$ cat config.mk
export PLATFORM = sky130hd
export DESIGN_NAME = stopwatch_lap_ctrl
export DESIGN_NICKNAME = d
export VERILOG_FILES = /design/src/rtl/stopwatch_lap_ctrl.sv
export SDC_FILE = /design/constraint.sdc
export NUM_CORES = 1
export LEC_CHECK = 0
export BUFFER_PORTS_ARGS = -buffer_cell sky130_fd_sc_hd__buf_2
export CORE_UTILIZATION = 51
export DETAILED_ROUTE_END_ITERATION = 8
export PLACE_DENSITY = 0.76
export SLEW_MARGIN = 25
export SYNTH_ARGS = -nofsm -noshare
export SYNTH_HDL_FRONTEND = slang
export SYNTH_SLANG_ARGS = --single-unit
export TNS_END_PERCENT = 100
$ cat constraint.sdc
create_clock -name clk -period 2.3 [get_ports clk]
set_clock_uncertainty 0.15 [all_clocks]
set_input_delay 0.115 -clock clk [delete_from_list [all_inputs] [get_ports clk]]
set_output_delay 0.115 -clock clk [all_outputs]
set_load 0.005 [all_outputs]
$ cat src/rtl/stopwatch_lap_ctrl.sv
// Stopwatch controller with a start/stop button and a lap/clear button.
// A prescaler divides clk down to count ticks. Each tick advances a
// multi-digit BCD count. A lap display freezes the visible value while
// counting continues underneath.
module stopwatch_lap_ctrl #(
    parameter int CLK_DIV        = 100000,
    parameter int NUM_DIGITS     = 4,
    parameter int ACTIVE_LOW_BTN = 1
) (
    input  logic                      clk,
    input  logic                      reset,
    input  logic                      start_btn,
    input  logic                      lap_btn,
    output logic [1:0]                state,
    output logic                      run,
    output logic [4*NUM_DIGITS-1:0]   count,
    output logic [4*NUM_DIGITS-1:0]   disp,
    output logic                      tick,
    output logic                      wrap
);

    localparam int PW = (CLK_DIV > 2) ? $clog2(CLK_DIV) : 1;
    localparam int CW = 4 * NUM_DIGITS;

    localparam logic [1:0]    S_IDLE  = 2'b00;
    localparam logic [1:0]    S_RUN   = 2'b01;
    localparam logic [1:0]    S_PAUSE = 2'b10;
    localparam logic [1:0]    S_LAP   = 2'b11;

    localparam logic [PW-1:0] PRESC_MAX  = PW'(CLK_DIV - 1);
    localparam logic [PW-1:0] PRESC_ONE  = PW'(1);
    localparam logic [PW-1:0] PRESC_ZERO = PW'(0);
    localparam logic [CW-1:0] COUNT_ZERO = CW'(0);

    // Button pipelines carry the "pressed" level, not the raw pin level.
    logic [1:0]    r_start_sync;
    logic [1:0]    r_lap_sync;
    logic          r_start_prev;
    logic          r_lap_prev;

    logic [1:0]    r_state;
    logic [PW-1:0] r_presc;
    logic [CW-1:0] r_count;
    logic [CW-1:0] r_disp;

    logic          w_start_lvl;
    logic          w_lap_lvl;
    logic          w_start_press;
    logic          w_lap_press;
    logic [1:0]    w_state_next;
    logic          w_clear;
    logic          w_counting;
    logic          w_tick;
    logic [CW-1:0] w_count_inc;
    logic          w_all_nines;
    logic [CW-1:0] w_count_next;
    logic [PW-1:0] w_presc_next;
    logic [CW-1:0] w_disp_next;

    assign w_start_lvl = (ACTIVE_LOW_BTN != 0) ? ~start_btn : start_btn;
    assign w_lap_lvl   = (ACTIVE_LOW_BTN != 0) ? ~lap_btn   : lap_btn;

    // Synchronise both buttons and keep the previous level for edge detection.
    // Reset loads "pressed" so a button held through reset gives no event.
    always_ff @(posedge clk) begin
        if (reset) begin
            r_start_sync <= 2'b11;
            r_lap_sync   <= 2'b11;
            r_start_prev <= 1'b1;
            r_lap_prev   <= 1'b1;
        end else begin
            r_start_sync <= {r_start_sync[0], w_start_lvl};
            r_lap_sync   <= {r_lap_sync[0], w_lap_lvl};
            r_start_prev <= r_start_sync[1];
            r_lap_prev   <= r_lap_sync[1];
        end
    end

    assign w_start_press = r_start_sync[1] & ~r_start_prev;
    assign w_lap_press   = r_lap_sync[1] & ~r_lap_prev;

    // Next-state logic. A start press wins, and a lap press in the same cycle is dropped.
    always_comb begin
        w_state_next = r_state;
        w_clear      = 1'b0;
        case (r_state)
            S_IDLE: begin
                if (w_start_press) begin
                    w_state_next = S_RUN;
                end else begin
                    w_state_next = S_IDLE;
                end
            end
            S_RUN: begin
                if (w_start_press) begin
                    w_state_next = S_PAUSE;
                end else if (w_lap_press) begin
                    w_state_next = S_LAP;
                end else begin
                    w_state_next = S_RUN;
                end
            end
            S_LAP: begin
                if (w_start_press) begin
                    w_state_next = S_PAUSE;
                end else if (w_lap_press) begin
                    w_state_next = S_RUN;
                end else begin
                    w_state_next = S_LAP;
                end
            end
            S_PAUSE: begin
                if (w_start_press) begin
                    w_state_next = S_RUN;
                end else if (w_lap_press) begin
                    w_state_next = S_IDLE;
                    w_clear      = 1'b1;
                end else begin
                    w_state_next = S_PAUSE;
                end
            end
            default: begin
                w_state_next = S_IDLE;
                w_clear      = 1'b0;
            end
        endcase
    end

    assign w_counting = (r_state == S_RUN) || (r_state == S_LAP);
    assign w_tick     = w_counting && (r_presc == PRESC_MAX);

    // BCD ripple increment. A carry out of the top digit means every digit was 9.
    always_comb begin
        logic v_carry;
        v_carry     = 1'b1;
        w_count_inc = r_count;
        for (int i = 0; i < NUM_DIGITS; i++) begin
            if (v_carry) begin
                if (r_count[4*i +: 4] == 4'd9) begin
                    w_count_inc[4*i +: 4] = 4'd0;
                    v_carry               = 1'b1;
                end else begin
                    w_count_inc[4*i +: 4] = r_count[4*i +: 4] + 4'd1;
                    v_carry               = 1'b0;
                end
            end else begin
                w_count_inc[4*i +: 4] = r_count[4*i +: 4];
            end
        end
        w_all_nines = v_carry;
    end

    // Next count, prescaler and display. PAUSE keeps the partial interval, and IDLE clears it.
    always_comb begin
        w_count_next = r_count;
        w_presc_next = r_presc;
        w_disp_next  = r_disp;
        if (w_clear) begin
            w_count_next = COUNT_ZERO;
            w_presc_next = PRESC_ZERO;
        end else if (w_counting) begin
            w_count_next = w_tick ? w_count_inc : r_count;
            w_presc_next = w_tick ? PRESC_ZERO : (r_presc + PRESC_ONE);
        end else if (r_state == S_IDLE) begin
            w_count_next = r_count;
            w_presc_next = PRESC_ZERO;
        end else begin
            w_count_next = r_count;
            w_presc_next = r_presc;
        end
        if (w_state_next == S_LAP) begin
            w_disp_next = (r_state == S_LAP) ? r_disp : r_count;
        end else begin
            w_disp_next = w_count_next;
        end
    end

    // Main state registers.
    always_ff @(posedge clk) begin
        if (reset) begin
            r_state <= S_IDLE;
            r_presc <= PRESC_ZERO;
            r_count <= COUNT_ZERO;
            r_disp  <= COUNT_ZERO;
        end else begin
            r_state <= w_state_next;
            r_presc <= w_presc_next;
            r_count <= w_count_next;
            r_disp  <= w_disp_next;
        end
    end

    assign state = r_state;
    assign run   = w_counting;
    assign count = r_count;
    assign disp  = r_disp;
    assign tick  = w_tick;
    assign wrap  = w_tick & w_all_nines;

endmodule

==> flow_metrics.env <==
export IMPL_core_area_sq_um=5507
export IMPL_overflow=0
export IMPL_worstSkewPairLatency_ns=0.35
export IMPL_drive_above_1_share=0.2831
export IMPL_crit_reg2reg_capture="r_presc[15]"
export IMPL_clock_fmax_mhz=440.5
export IMPL_path_buf_inv=1
export IMPL_grt_max_degree=25
export IMPL_antenna_found_initial=0
export IMPL_status="finished clean"
export IMPL_hold_path_class="in2reg"
export IMPL_vias=3011
export IMPL_synthesis_area_sq_um=2909
export IMPL_power_internal_mw=1.539
export IMPL_yosysUniqueCellTypes=54
export IMPL_holdWs_ns=0.03600
export IMPL_routed_top_layer="met4"
export IMPL_final_cells=517
export IMPL_combPwrFrac=0.028
export IMPL_synth_flop_cell="dfxtp_1"
export IMPL_htree_levels=3
export IMPL_end_kind="output port"
export IMPL_netlist_instances=359
export IMPL_die_h_um=77.53
export IMPL_via_per_inst=5.824
export IMPL_placed_cells=498
export IMPL_yosys_area_top_type="dfxtp_1"
export IMPL_finalCriticalPeriod_ns=2.270
export IMPL_gp_congestion=0.8828
export IMPL_root_buffer="clkbuf_8"
export IMPL_io_buffers=40
export IMPL_hold_viol_final=0
export IMPL_wl_per_cell_um=14.78
export IMPL_slew_limit_headroom=0.6371
export IMPL_ff2ff_path_depth=10
export IMPL_ant_nets=0
export IMPL_wl_mm=7.640
export IMPL_num_antenna_cells=0
export IMPL_cp_cell_sequence="nor4_4, nand4_4, or4_4, nor3_2, buf_2"
export IMPL_ys_warn_count=0
export IMPL_met2WireLength_mm=3.614
export IMPL_die_width_um=77.53
export IMPL_finalSetupViolCount=0
export IMPL_slowest_stage="or4_4"
export IMPL_leakage_nw=1.561
export IMPL_required_ns=2.04
export IMPL_ys_top_cells_by_area="dfxtp_1 (39%), nor2_1 (5.3%), nand2_1 (4.5%)"
export IMPL_p_clk_frac=0.474
export IMPL_dr_wl_met3_um=588
export IMPL_first_pass_iters=5
export IMPL_cts_buffers_inserted=9
export IMPL_crit_arrival_ns=2.00
export IMPL_io_pins=41
export IMPL_synthTopCellsByCount="dfxtp_1 (57), nor2_1 (41), nand2_1 (35)"
export IMPL_pwr_density_cell_nw_per_um2=532.4
export IMPL_ir_drop_mv=0.4245
export IMPL_gr_usage_all_layers=0.2743
export IMPL_cts_tree="done"
export IMPL_start_kind="flop"
export IMPL_finalCritPeriodShare=0.9869
export IMPL_drtIter0Drc=223
export IMPL_clock_sinks=57
export IMPL_async_reset_ff_frac=0
export IMPL_synth_seq_area_share=0.3923
export IMPL_grt_pass1_wl_mm=12.85
export IMPL_clock_path_buffers=2
export IMPL_cp_max_fo=4
export IMPL_final_max_slew_viol_count=0
export IMPL_initial_core_util=0.5283
export IMPL_synth_seq_cells=57
export IMPL_synth_most_common_cell="dfxtp_1"
export IMPL_crit_type="reg2out"
export IMPL_min_path_cells=2
export IMPL_wl_met1_mm=3.244
export IMPL_drc=0
export IMPL_rsz0062_at_grt="true"
export IMPL_die_area_sq_um=6010
export IMPL_path_clk_slew_ns=0.07
export IMPL_nNetsFinal=451
export IMPL_synth_edf_count=0
export IMPL_dp_hpwl_mm=5.439
export IMPL_postSynthAreaPerCell_sq_um=8.103
export IMPL_r2r_start="r_presc[0]"
export IMPL_areaGrowthSynthToFinish_pct=28.90
export IMPL_grt_pass1_vias=2868
export IMPL_synth_nets=370
export IMPL_power_switching_mw=0.4576
export IMPL_worstMarginPinSlew_ns=0.5433
export IMPL_max_stage_delay_ns=0.57
export IMPL_maxCapViolCount=0
export IMPL_hold_start="reset"
export IMPL_switching_share=0.2292
export IMPL_path_delay_family="simple AND/OR/NAND/NOR gates"
export IMPL_finalSetupTns_ns=0
export IMPL_synth_top_cell_area_share=0.3923
export IMPL_seq_power_share=0.498
export IMPL_hold_path_endpoint="state[0]"
export IMPL_timing_reg2reg_setup_slack_ns=0.05
export IMPL_num_rows=27
## cells by family after synthesis
kind of cell               after synthesis  share of synthesized area
buffers and inverters                   25                    0.03312
DFF                                     57                     0.3923
muxes                                    6                    0.02108
and+or+nand+nor                        171                     0.3161
AOI/OAI and AO/OA                       86                     0.1862
adders and majority gates                7                    0.03011
xor gates and xnor gates                 7                    0.02108
## flip-flops by register name, indices dropped and copies added, names as in the netlist
signal and cells:
count 16, disp 16, r_lap_prev 1, r_lap_sync 2
r_presc 17, r_start_prev 1, r_start_sync 2, state 2
## cell usage in the layout, fill, tap and decap left out, drive strengths merged, types with 4 or more instances in the layout
master,count
xor2,4
o21ai,26
clkbuf,11
mux2i,5
nor2,42
and3,5
a21oi,25
or2,5
nor3,12
nand4,10
inv,6
nor4,4
nand2,35
a31oi,5
dfxtp,57
or3,7
ha,7
buf,87
nor2b,10
nand3,19
o31ai,4
a311oi,6
## cell type report
class / count / area (sq um)
sequential: 57 / 1144
tap: 72 / 90.09
clock buffer: 11 / 141.4
inverter: 6 / 22.52
clock inverter: 5 / 55.05
multi-input combinational: 277 / 1720
fill: 444 / 1757
timing repair buffer: 89 / 576.8
## per-stage QoR
step / instance area [sq um] / util / worst slack [ns] / total power [mW]
floorplan: 2909 / - / 0.004603 / 1.048
finish: 3750 / 0.6810 / 0.03007 / 1.997
detailed placement: 3471 / 0.6303 / -0.05720 / 1.069
CTS: 3711 / 0.6739 / 0.0007476 / 2.002
global route: 3750 / 0.6810 / -0.07624 / 2.050
global placement: 3471 / 0.6303 / 0.05465 / 1.068
## metal layers
layer / vias to the layer above / track usage
met2: 124 / 0.4478
li1: 1474 / -
met5: - / 0
met3: 17 / 0.06353
met1: 1396 / 0.3377
met4: 0 / 0.1358
## worst max-delay path by stage
stage | start | endpoint | slack [ns] | depth (start not counted)
2_1_floorplan | r_presc[0] | disp[15] | 0.005 | 8
3_3_place_gp | r_presc[0] | disp[12] | 0.05 | 7
3_5_place_dp | r_presc[0] | disp[13] | -0.06 | 7
4_1_cts | r_presc[6] | wrap | 0.0007 | 5
5_1_grt | r_presc[0] | r_presc[8] | -0.08 | 10
6_report | r_presc[8] | wrap | 0.03 | 5
## repair_timing
item                                    4_1_cts  5_1_grt
pin swaps                                     2        4
endpoints found under the hold margin         2        0
gates resized for setup                       6        8
endpoints found under the setup margin        4       14
buffers inserted                              1        0
hold buffers                                  2        0
## power by group through the flow
stage	Clock, mW	Sequential [mW]	Combinational (mW)
after floorplan	0	1.02	0.0312
after global placement	0	1.02	0.0518
after detailed placement	0	1.02	0.0525
after CTS	0.952	0.995	0.0555
after global routing	0.994	0.995	0.0621
final	0.947	0.994	0.0556
(Power assumes the default switching activity.)
